--- src/rtl/rca_result_packer_pkg.sv ---
// rtl/rca_result_packer_pkg.sv - shared defaults and FSM encoding for the adder result packer
package rca_result_packer_pkg;

  localparam int DEF_DATA_WIDTH = 8;
  localparam int DEF_LANES      = 4;

  typedef enum logic [0:0] {
    COLLECT = 1'b0,
    FULL    = 1'b1
  } state_t;

  // Width of the lane-count field: must represent 1..lanes inclusive.
  function automatic int count_width(input int lanes);
    return $clog2(lanes) + 1;
  endfunction

endpackage

--- src/rtl/rca_result_packer.sv ---
// rtl/rca_result_packer.sv - packs adder sum lanes into words with a one-deep skid holding register
module rca_result_packer
  import rca_result_packer_pkg::*;
#(
  parameter int DATA_WIDTH = DEF_DATA_WIDTH,
  parameter int LANES      = DEF_LANES
) (
  input  logic                          CLK,
  input  logic                          RST_N,
  input  logic                          IN_VALID,
  input  logic [DATA_WIDTH-1:0]         SUM,
  input  logic                          COUT,
  input  logic                          IN_LAST,
  output logic                          IN_READY,
  output logic [DATA_WIDTH*LANES-1:0]   OUT_DATA,
  output logic                          OUT_CARRY,
  output logic [$clog2(LANES):0]        OUT_COUNT,
  output logic                          OUT_VALID,
  input  logic                          OUT_READY
);

  localparam int WORD_W = DATA_WIDTH * LANES;
  localparam int CNT_W  = count_width(LANES);
  localparam int IDX_W  = (LANES > 1) ? $clog2(LANES) : 1;
  localparam logic [IDX_W-1:0] LAST_IDX = IDX_W'(LANES - 1);

  state_t               r_state;
  state_t               w_state_nxt;

  // Assembly register: lanes above the current index are always zero,
  // because it is cleared whenever a word completes.
  logic [IDX_W-1:0]     r_idx;
  logic [WORD_W-1:0]    r_asm_data;

  // Holding register: a completed word that could not enter the output yet.
  logic [WORD_W-1:0]    r_hold_data;
  logic                 r_hold_carry;
  logic [CNT_W-1:0]     r_hold_count;

  // Output register driving the downstream interface.
  logic [WORD_W-1:0]    r_out_data;
  logic                 r_out_carry;
  logic [CNT_W-1:0]     r_out_count;
  logic                 r_out_valid;

  logic [WORD_W-1:0]    w_word;
  logic [CNT_W-1:0]     w_count;
  logic                 w_in_ready;
  logic                 w_accept;
  logic                 w_drain;
  logic                 w_complete;
  logic                 w_out_free;
  logic                 w_load_new;
  logic                 w_load_hold;
  logic                 w_move_hold;

  assign w_in_ready = (r_state == COLLECT);
  assign w_accept   = IN_VALID && w_in_ready;
  assign w_drain    = r_out_valid && OUT_READY;
  assign w_complete = w_accept && ((r_idx == LAST_IDX) || IN_LAST);
  assign w_out_free = !r_out_valid || w_drain;
  assign w_count    = CNT_W'(r_idx) + CNT_W'(1);

  // Merge the incoming sum into the lane selected by the current index.
  always_comb begin
    w_word = r_asm_data;
    for (int l = 0; l < LANES; l++) begin
      if (r_idx == IDX_W'(l)) begin
        w_word[l*DATA_WIDTH +: DATA_WIDTH] = SUM;
      end
    end
  end

  // FSM state register.
  always_ff @(posedge CLK or negedge RST_N) begin
    if (!RST_N) begin
      r_state <= COLLECT;
    end else begin
      r_state <= w_state_nxt;
    end
  end

  // Next state and datapath steering: a completed word goes straight to the
  // output when it is free this cycle, otherwise it parks in the holding register.
  always_comb begin
    w_state_nxt = r_state;
    w_load_new  = 1'b0;
    w_load_hold = 1'b0;
    w_move_hold = 1'b0;
    case (r_state)
      COLLECT: begin
        if (w_complete) begin
          if (w_out_free) begin
            w_load_new = 1'b1;
          end else begin
            w_load_hold = 1'b1;
            w_state_nxt = FULL;
          end
        end
      end
      FULL: begin
        if (w_drain) begin
          w_move_hold = 1'b1;
          w_state_nxt = COLLECT;
        end
      end
      default: begin
        w_state_nxt = COLLECT;
      end
    endcase
  end

  // Lane assembly: advance the index per accepted lane, wrap and clear on completion.
  always_ff @(posedge CLK or negedge RST_N) begin
    if (!RST_N) begin
      r_idx      <= '0;
      r_asm_data <= '0;
    end else if (w_accept) begin
      if (w_complete) begin
        r_idx      <= '0;
        r_asm_data <= '0;
      end else begin
        r_idx      <= r_idx + IDX_W'(1);
        r_asm_data <= w_word;
      end
    end
  end

  // Holding register capture when the output is busy at completion.
  always_ff @(posedge CLK or negedge RST_N) begin
    if (!RST_N) begin
      r_hold_data  <= '0;
      r_hold_carry <= 1'b0;
      r_hold_count <= '0;
    end else if (w_load_hold) begin
      r_hold_data  <= w_word;
      r_hold_carry <= COUT;
      r_hold_count <= w_count;
    end
  end

  // Output register: load a fresh or held word, or drop valid once drained.
  always_ff @(posedge CLK or negedge RST_N) begin
    if (!RST_N) begin
      r_out_data  <= '0;
      r_out_carry <= 1'b0;
      r_out_count <= '0;
      r_out_valid <= 1'b0;
    end else if (w_load_new) begin
      r_out_data  <= w_word;
      r_out_carry <= COUT;
      r_out_count <= w_count;
      r_out_valid <= 1'b1;
    end else if (w_move_hold) begin
      r_out_data  <= r_hold_data;
      r_out_carry <= r_hold_carry;
      r_out_count <= r_hold_count;
      r_out_valid <= 1'b1;
    end else if (w_drain) begin
      r_out_valid <= 1'b0;
    end
  end

  assign IN_READY  = w_in_ready;
  assign OUT_DATA  = r_out_data;
  assign OUT_CARRY = r_out_carry;
  assign OUT_COUNT = r_out_count;
  assign OUT_VALID = r_out_valid;

endmodule

--- config.mk ---
export PLATFORM = sky130hd
export DESIGN_NAME = rca_result_packer
export DESIGN_NICKNAME = d
export VERILOG_FILES = /design/src/rtl/rca_result_packer_pkg.sv /design/src/rtl/rca_result_packer.sv
export SDC_FILE = /design/constraint.sdc
export NUM_CORES = 1
export LEC_CHECK = 0
export BUFFER_PORTS_ARGS = -buffer_cell sky130_fd_sc_hd__buf_4
export CORE_MARGIN = 8
export CORE_UTILIZATION = 50
export CTS_BUF_LIST = sky130_fd_sc_hd__clkbuf_4 sky130_fd_sc_hd__clkbuf_8
export DETAILED_ROUTE_END_ITERATION = 8
export PLACE_DENSITY = 0.76
export RECOVER_POWER = 100
export SETUP_SLACK_MARGIN = 0.3
export SYNTH_ARGS = -nofsm -noshare
export SYNTH_HDL_FRONTEND = slang
export SYNTH_SLANG_ARGS = --single-unit
--- constraint.sdc ---
create_clock -name CLK -period 4.3 [get_ports CLK]
set_input_delay 0.645 -clock CLK [delete_from_list [all_inputs] [get_ports CLK]]
set_output_delay 0.645 -clock CLK [all_outputs]
set_load 0.01 [all_outputs]
Yosys cells after proc, flatten, opt, wreduce, memory -nomap -nowiden
Cells that the tools add are included.
{ "totals": {"reg_bits": 108, "in_bits": 14, "output_inout_bits": 38, "wordCells": 50} }
{ "op_classes": {"n_addsub": 2, "eq_ne": 3, "muxes": 25, "n_bitwise": 1, "reduce_logical": 9} }
{ "ops": {"columns": ["cell", "n"], "rows": [
  ["$mux 32", 3],
  ["$mux 8", 4],
  ["$mux 1", 14],
  ["$mux 3", 2],
  ["$eq 2x2->1 const B", 2],
  ["$add 2x1->3 const B", 1],
  ["$logic_and 1x1->1", 3],
  ["$reduce_bool 3->1", 1],
  ["$add 2x1->2 const B", 1],
  ["$eq 2x1->1 const B", 1],
  ["$logic_not 2->1", 1],
  ["$logic_or 1x1->1", 2],
  ["$mux 2", 1],
  ["$pmux 1 s2", 1],
  ["$reduce_bool 2->1", 1],
  ["$logic_not 1->1", 1],
  ["$not 1->1", 1]
]} }

Longest topological paths before layout
Gate-level depths: netlist (run 1).
{ "depth": {"ltp_word": 6, "mapped_depth": 6, "ltp_nobuf": 4} }

Worst setup path after synthesis (run 1)
Ideal clock, no wire load.
{ "synth_path": {"path_type": "register to register", "startpoint": "register r_idx[0]", "endpoint": "register r_out_data[31], in the netlist OUT_DATA[31]", "arrival_ns": 1.460, "path_slack_ns": 2.715, "path_stages_with_launch": 5, "path_buffers": 1, "cell_sequence": "dfrtp_1 -> ha_1 -> buf_2 -> mux2_2 -> mux2_2"} }
{ "synth_via": {"elab_chain_len": 6, "elab_cells_between_ends": 8, "classes_between": "eq/ne (1); mux (4); reduce/logical (3)"} }
{ "synth_rtl": {"columns": ["item", "line", "text"], "rows": [
  ["start, declared", "rca_result_packer.sv:32", "logic [IDX_W-1:0] r_idx;"],
  ["start signal, assigned", "rca_result_packer.sv:123", "r_idx <= r_idx + IDX_W'(1);"],
  ["$eq 2x2->1 *", "rca_result_packer.sv:60, rca_result_packer.sv:68", null],
  ["$logic_or 1x1->1", "rca_result_packer.sv:60", "assign w_complete = w_accept && ((r_idx == LAST_IDX) || IN_LAST);"],
  ["$logic_and 1x1->1", "rca_result_packer.sv:60", null],
  ["$mux 1", "rca_result_packer.sv:92", "if (w_complete) begin"],
  ["$mux 1", "rca_result_packer.sv:90", "case (r_state)"],
  ["$mux 32 / $reduce_bool 2->1 (equally long branches)", null, null],
  ["end signal, assigned", "rca_result_packer.sv:150", "r_out_data <= w_word;"],
  ["end signal, assigned", "rca_result_packer.sv:155", "r_out_data <= r_hold_data;"],
  ["end, declared", "rca_result_packer.sv:41", "logic [WORD_W-1:0] r_out_data;"]
]} }
Every way passes the cells marked *; elsewhere a longest branch is shown, timed or not.
A chain may end at the register's enable or synchronous reset.

Worst setup path in the final report (run 1)
{ "layout_path": {"startpoint": "register r_out_valid, in the netlist OUT_VALID", "endpoint": "register r_out_data[9], in the netlist OUT_DATA[9]"} }
{ "layout_via": {"elab_chain_len": 6, "elab_cells_between_ends": 10, "classes_between": "mux (6); reduce/logical (4)"} }
{ "layout_rtl": {"columns": ["item", "line", "text"], "rows": [
  ["start, declared", "rca_result_packer.sv:44", "logic r_out_valid;"],
  ["start signal, assigned", "rca_result_packer.sv:148", "r_out_valid <= 1'b0;"],
  ["start signal, assigned", "rca_result_packer.sv:153", "r_out_valid <= 1'b1;"],
  ["start signal, assigned", "rca_result_packer.sv:158", "r_out_valid <= 1'b1;"],
  ["$logic_not 1->1 / $logic_and 1x1->1 (equally long branches)", "rca_result_packer.sv:61, rca_result_packer.sv:59", null],
  ["$logic_or 1x1->1", "rca_result_packer.sv:61", "assign w_out_free = !r_out_valid || w_drain;"],
  ["$mux 1", "rca_result_packer.sv:93", "if (w_out_free) begin"],
  ["$mux 1", "rca_result_packer.sv:92", null],
  ["$mux 1", "rca_result_packer.sv:90", null],
  ["$mux 32 / $reduce_bool 2->1 (equally long branches)", null, null]
]} }
Several ways; a longest one is shown, not always the timed one.

==> qor.yml, run 1 <==
cp-end-kind: "flip-flop"
dieWidth_um: 114.5
die_y_um: 114.5
drt.antenna.violating_nets: 0
finalHoldViolCount: 0
crit_chain: "nand3_1 > clkbuf_1 > mux2i_1 > mux2i_1"
cts_buffer_depth: 2
port_buffers: 51
ys_seq_area_share_pct: 55.68
cp_top_family: "buffers and inverters"
wl_um: 9969
gp_congestion: 0.7450
timing.final.crit_share_pct: 75.49
critPathLaunchType: "flip-flop"
whs_ns: 0.4642
multiInputGateArea_um2: 1846
rsz0062_at_grt: "no"
status: "finished with violations"
vias: 2954
n_antenna_cell: 0
std_cell_rows: 36
critPathMaxStageDelay_ns: 1.41
synth_nets: 397
syn_area_per_cell_um2: 12.81
cts_hold_buf: 0
stdcell_area_um2: 5369
fin_crit_ns: 3.246
finClkSkew_ns: 0.01003
power.leakage_uw: 0.002583
seq_area_um2: 2703
final_cell_mix: "mux2i_1, dfrtp_1, clkbuf_1"
fin_nets: 443
drt_iter0_drc: 146
netlist_instances: 379
drc: 0
peakVddDrop_mv: 0.2686
grt_start_max_net_pins: 50
syn-cell-area_um2: 4853
cap_violations: 2
crit_top_cell: "mux2i_1"
maxSlewViolCount: 59
yosys_warnings: 0
grt_util_all_layers_pct: 16.18
holdCritPathClass: "primary input to flip-flop"
crit_fanout: 23
worst_pin_slew_ns: 1.863
die_area_um2: 13120
grt_first_pass_wirelength_um: 16500
setup_viol: 0
cts_tree: "yes"
clk_latency_ns: 0.36
path_buf_inv: 1
synth_cell_type_count: 26
power.density_nw_per_um2: 658.2
core_area_um2: 9594
first_pass_iters: 4
cts-resized-gates: 0
criticalPathCategory: "flip-flop to flip-flop"
viasPerCell: 5.247
final_common_cell: "mux2i_1"
fmax_mhz: 308.1
cts.root.buffer_cell: "clkbuf_8"
first_global_vias: 3139
clk_pin_slew_ns: 0.10
dp_hpwl_um: 6673
tns_ns: 0
cp.required_ns: 4.49
synth_seq_cells: 108
antenna_found_initial: 0
arrival_ns: 3.44
cts.htree.levels: 3
crit_slowest_cell: "clkbuf_1"
cts_made_buffers: 9
max-slew-margin-rel_pct: -24.23
routedWlPerCell_um: 17.71
fillers: 819
num_io_pins: 52
initial_core_util_pct: 50.59
grt_remaining_overflow: 0
numClockSinks: 108
syn2layout_area_growth_pct: 10.62
drive_gt1_share_pct: 10.70
violations: "max-capacitance violations, max-slew violations"
post_cts_buffers: 0
placed_cell_area_um2: 5298
-- where the power goes --
part	internal, uW	switching, uW
registers	1410	223
logic	495	662
clock network	403	339
-- cell type report --
cell class / count / area share [%]
Sequential cell: 108 / 50.34
Multi-Input combinational cell: 215 / 34.37
Timing Repair Buffer: 56 / 5.104
Tap cell: 133 / 3.100
Clock buffer: 10 / 2.564
Inverter: 35 / 2.447
Clock inverter: 6 / 2.074
-- cell usage after synthesis (all sizes together) --
master   number  area share (%)
a2bb2oi       1            0.18
mux2i       128              26
nand3         2            0.21
nand2b        2            0.41
nor2          2            0.31
nand2        26             2.0
nor3b         2            0.41
buf          13             2.8
mux2         12             3.0
clkbuf        8            0.80
ha            4             1.0
nor2b         8             1.0
nor3          1            0.21
o211ai        1            0.15
inv          35             2.7
dfrtp       108              56
o21ai        26             2.7
-- per-layer routing --
layer,GRT usage [%],wire (um),vias to the layer above
li1,-,-,1370
met1,21.03,4623,1517
met2,25.91,4785,55
met3,3.639,422,12
met4,5.768,138,0
met5,0,0,-
-- logic make-up (layout without fill, tap and decap cells) --
| family | count (synthesis) | count (layout) | synth area share [%] |
|---|---|---|---|
| multiplexers | 140 | 140 | 29.41 |
| flip-flops | 108 | 108 | 55.68 |
| buffers and inverters | 56 | 107 | 6.264 |
| AND/OR/NAND/NOR | 43 | 43 | 4.589 |
| AO/OA/AOI/OAI | 28 | 28 | 3.016 |
| adder cells (fa/ha/maj) | 4 | 4 | 1.031 |
-- sequential cells by signal, summed over array words and instances, names as in the netlist --
name	count
OUT_CARRY	1
r_state	1
r_hold_data	32
r_asm_data	32
r_idx	2
OUT_DATA	32
OUT_VALID	1
r_hold_carry	1
r_hold_count	3
OUT_COUNT	3
-- metrics by stage --
| stage | total power [uW] | setup WS, ns | util (%) | cells |
|---|---|---|---|---|
| finish | 3534 | 1.054 | 55.96 | 563 |
| global route | 3779 | 0.7265 | 55.96 | 563 |
| CTS | 3708 | 1.547 | 57.81 | 563 |
| detailed placement | 2960 | 1.518 | 55.22 | 547 |
| global placement | 2888 | 1.633 | 55.22 | 547 |
| floorplan | 2458 | 2.715 | - | 379 |
-- final timing paths --
check                                                start                         end  slack, ns  depth (start not counted)
worst max-delay path                 OUT_VALID$_DFFE_PN0P_     OUT_DATA[9]$_DFFE_PN0P_       1.05                          4
worst min-delay path                             OUT_READY           r_state$_DFF_PN0_       0.46                          2
worst max register to register       OUT_VALID$_DFFE_PN0P_     OUT_DATA[9]$_DFFE_PN0P_       1.05                          4
worst min register to register  r_asm_data[12]$_DFFE_PN0P_  r_asm_data[12]$_DFFE_PN0P_       0.49                          2
max in group asynchronous                            RST_N  r_asm_data[19]$_DFFE_PN0P_       1.36                          2
min in group asynchronous                            RST_N     OUT_DATA[1]$_DFFE_PN0P_       0.58                          1
-- worst reg2reg max path, delay by kind of cell, from the launching register on --
family                 cells  cell delay (ns)
and+or+nand+nor            1             0.78
buffers and inverters      1             1.41
DFF                        1             0.43
muxes                      2             0.45
(Power assumes the default switching activity.)
==> inputs of run 2 (changes only) <==
==> constraint.sdc (replaced) <==
create_clock -name CLK -period 3.2 [get_ports CLK]
set_input_delay 0.48 -clock CLK [delete_from_list [all_inputs] [get_ports CLK]]
set_output_delay 0.48 -clock CLK [all_outputs]
set_load 0.01 [all_outputs]
==> run 2 against run 1 <==
  * The run still ends with max-capacitance violations, max-slew violations left
  * Fmax up 20%
  * Critical endpoint is now OUT_CARRY$_DFFE_PN0P_
  * Final cell count increased by 0.53%
  * Sequential share of layout area up 0.20 points
  * Global-route usage down 0.41 points
==> qor.yml, run 2 (synthesis gave the netlist of run 1 again) <==
syn2layout_area_growth_pct: 10.18
num_io_pins: 52  # unchanged
power.leakage_uw: 0.002575  # -0.28%
cp-end-kind: "flip-flop"
path_buf_inv: 1  # unchanged
post_cts_buffers: 0  # unchanged
cts_tree: "yes"
routedWlPerCell_um: 17.15  # -3.1%
drt_iter0_drc: 168  # +15%
drc: 0  # unchanged
drt.antenna.violating_nets: 0  # unchanged
fmax_mhz: 369.9  # +20%
vias: 2925  # -0.98%
finClkSkew_ns: 0.01033  # +0.0002979 ns
peakVddDrop_mv: 0.3544  # +32%
cts_hold_buf: 0  # unchanged
clk_pin_slew_ns: 0.09  # about the same
drive_gt1_share_pct: 11.09  # +0.39 points
holdCritPathClass: "primary input to flip-flop"
r2r.worst_path.cells: 5  # +1
cp_top_family: "buffers and inverters"
dp_slack_ns: 0.8261  # -0.6924 ns
cts_made_buffers: 9  # unchanged
p_sw_uw: 1616  # +32%
worst_slack_ns: 0.4963  # -0.5577 ns
grt_util_all_layers_pct: 15.77  # -0.41 points
cts.htree.levels: 3  # unchanged
n_antenna_cell: 0  # unchanged
numClockSinks: 108  # unchanged
core_area_um2: 9594  # unchanged
gp_congestion: 0.7455  # about the same
finalHoldViolCount: 0  # unchanged
cts.root.buffer_cell: "clkbuf_8"
tns_ns: 0  # unchanged
viasPerCell: 5.168  # -1.5%
crit_chain: "ha_1 > nor2_4 > nor3b_1 > clkbuf_2 > mux2_2"
cts_buffer_depth: 2  # unchanged
min_path_cells: 2  # unchanged
dp_hpwl_um: 6605  # -1.0%
worst_pin_slew_ns: 2.063  # +0.1999 ns
first_pass_iters: 4  # unchanged
arrival_ns: 2.94  # -0.50 ns
crit_fanout: 26  # +13%
criticalPathCategory: "flip-flop to flip-flop"
port_buffers: 51  # unchanged
p_int_uw: 3034  # +31%
rsz0062_at_grt: "no"
timing.final.crit_share_pct: 84.49  # +9.0 points
grt_remaining_overflow: 0  # unchanged
power_frac_seq_pct: 47.2  # +0.9 points
p_sw_share_pct: 34.76  # +0.13 points
status: "finished with violations"
cp.required_ns: 3.44  # -1.05 ns
fin_nets: 446  # +0.68%
max-slew-margin-rel_pct: -37.56  # -13 points
setup_viol: 0  # unchanged
initial_core_util_pct: 50.59  # unchanged
std_cell_rows: 36  # unchanged
grt_start_max_net_pins: 85  # +70%
grt_first_pass_wirelength_um: 16260  # -1.5%
clock_power_share_pct: 19.9  # -1.1 points
antenna_found_initial: 0  # unchanged
power.density_nw_per_um2: 869.6  # +32%
fin_crit_ns: 2.704  # -0.5423 ns
cap_violations: 1  # -1
first_global_vias: 3159  # +0.64%
final_common_cell: "mux2i_1"
critPathMaxStageDelay_ns: 0.72  # -0.69 ns
clk_latency_ns: 0.36  # about the same
combPwrFrac_pct: 32.9  # about the same
critPathLaunchType: "flip-flop"
crit_slowest_cell: "clkbuf_2"
die_area_um2: 13120  # unchanged
wl_um: 9709  # -2.6%
dieWidth_um: 114.5  # unchanged
cts-resized-gates: 0  # unchanged
critical_path_cell_count: 5  # +1
violations: "max-capacitance violations, max-slew violations"
final_cell_mix: "mux2i_1, dfrtp_1, clkbuf_1"
maxSlewViolCount: 85  # +44%
die_y_um: 114.5  # unchanged
==> run 2: cell count changes in the layout (fill, tap and decap cells not counted), sizes merged <==
cell | before | now
buf | 13 | 15
clkinv | 2 | 1
clkbuf | 53 | 56
bufinv | 3 | 2
==> run 2: area by class of cell <==
type | instances | area, um^2
multi-input combinational | 215 | 1842
fill | 866 | 4247
timing repair buffer | 59 | 280.3
sequential | 108 | 2703
inverter | 35 | 131.4
clock buffer | 12 | 152.6
tap | 133 | 166.4
clock inverter | 4 | 72.57
==> run 2: stage by stage <==
step	hold slack (ns)	util [%]	total power [uW]	std cells	instance area (um^2)
2_1_floorplan	0.1844	-	3303	379	4853
3_3_place_gp	0.4594	55.32	3880	550	5308
3_5_place_dp	0.4694	55.32	3961	550	5308
4_1_cts	0.2999	57.67	4893	566	5533
5_1_grt	0.3081	55.74	4982	566	5348
6_report	0.3222	55.74	4650	566	5348
==> run 2: worst paths after layout <==
kind                                            from                          end  slack, ns
max                             r_idx[0]$_DFFE_PN0P_        OUT_CARRY$_DFFE_PN0P_       0.50
min                                        OUT_READY            r_state$_DFF_PN0_       0.32
max reg2reg                     r_idx[0]$_DFFE_PN0P_        OUT_CARRY$_DFFE_PN0P_       0.50
min reg2reg                r_asm_data[4]$_DFFE_PN0P_    r_asm_data[4]$_DFFE_PN0P_       0.49
max in group asynchronous                      RST_N  r_hold_data[23]$_DFFE_PN0P_       1.04
min in group asynchronous                      RST_N      OUT_DATA[2]$_DFFE_PN0P_       0.68
==> run 2: power by group through the flow <==
stage / Sequential (uW) / Clock [uW] / Combinational, uW
2_1_floorplan: 2250 / 0 / 1050
3_3_place_gp: 2200 / 0 / 1680
3_5_place_dp: 2240 / 0 / 1730
4_1_cts: 2210 / 944 / 1740
5_1_grt: 2270 / 996 / 1720
6_report: 2200 / 924 / 1530
==> run 2: layer usage <==
metal / vias to the layer above / share of wire [%] / global-route usage [%]
li1: 1373 / - / -
met1: 1487 / 48 / 21.22
met2: 56 / 47 / 25.01
met3: 9 / 4.2 / 3.692
met4: 0 / 1.0 / 3.993
met5: - / 0 / 0
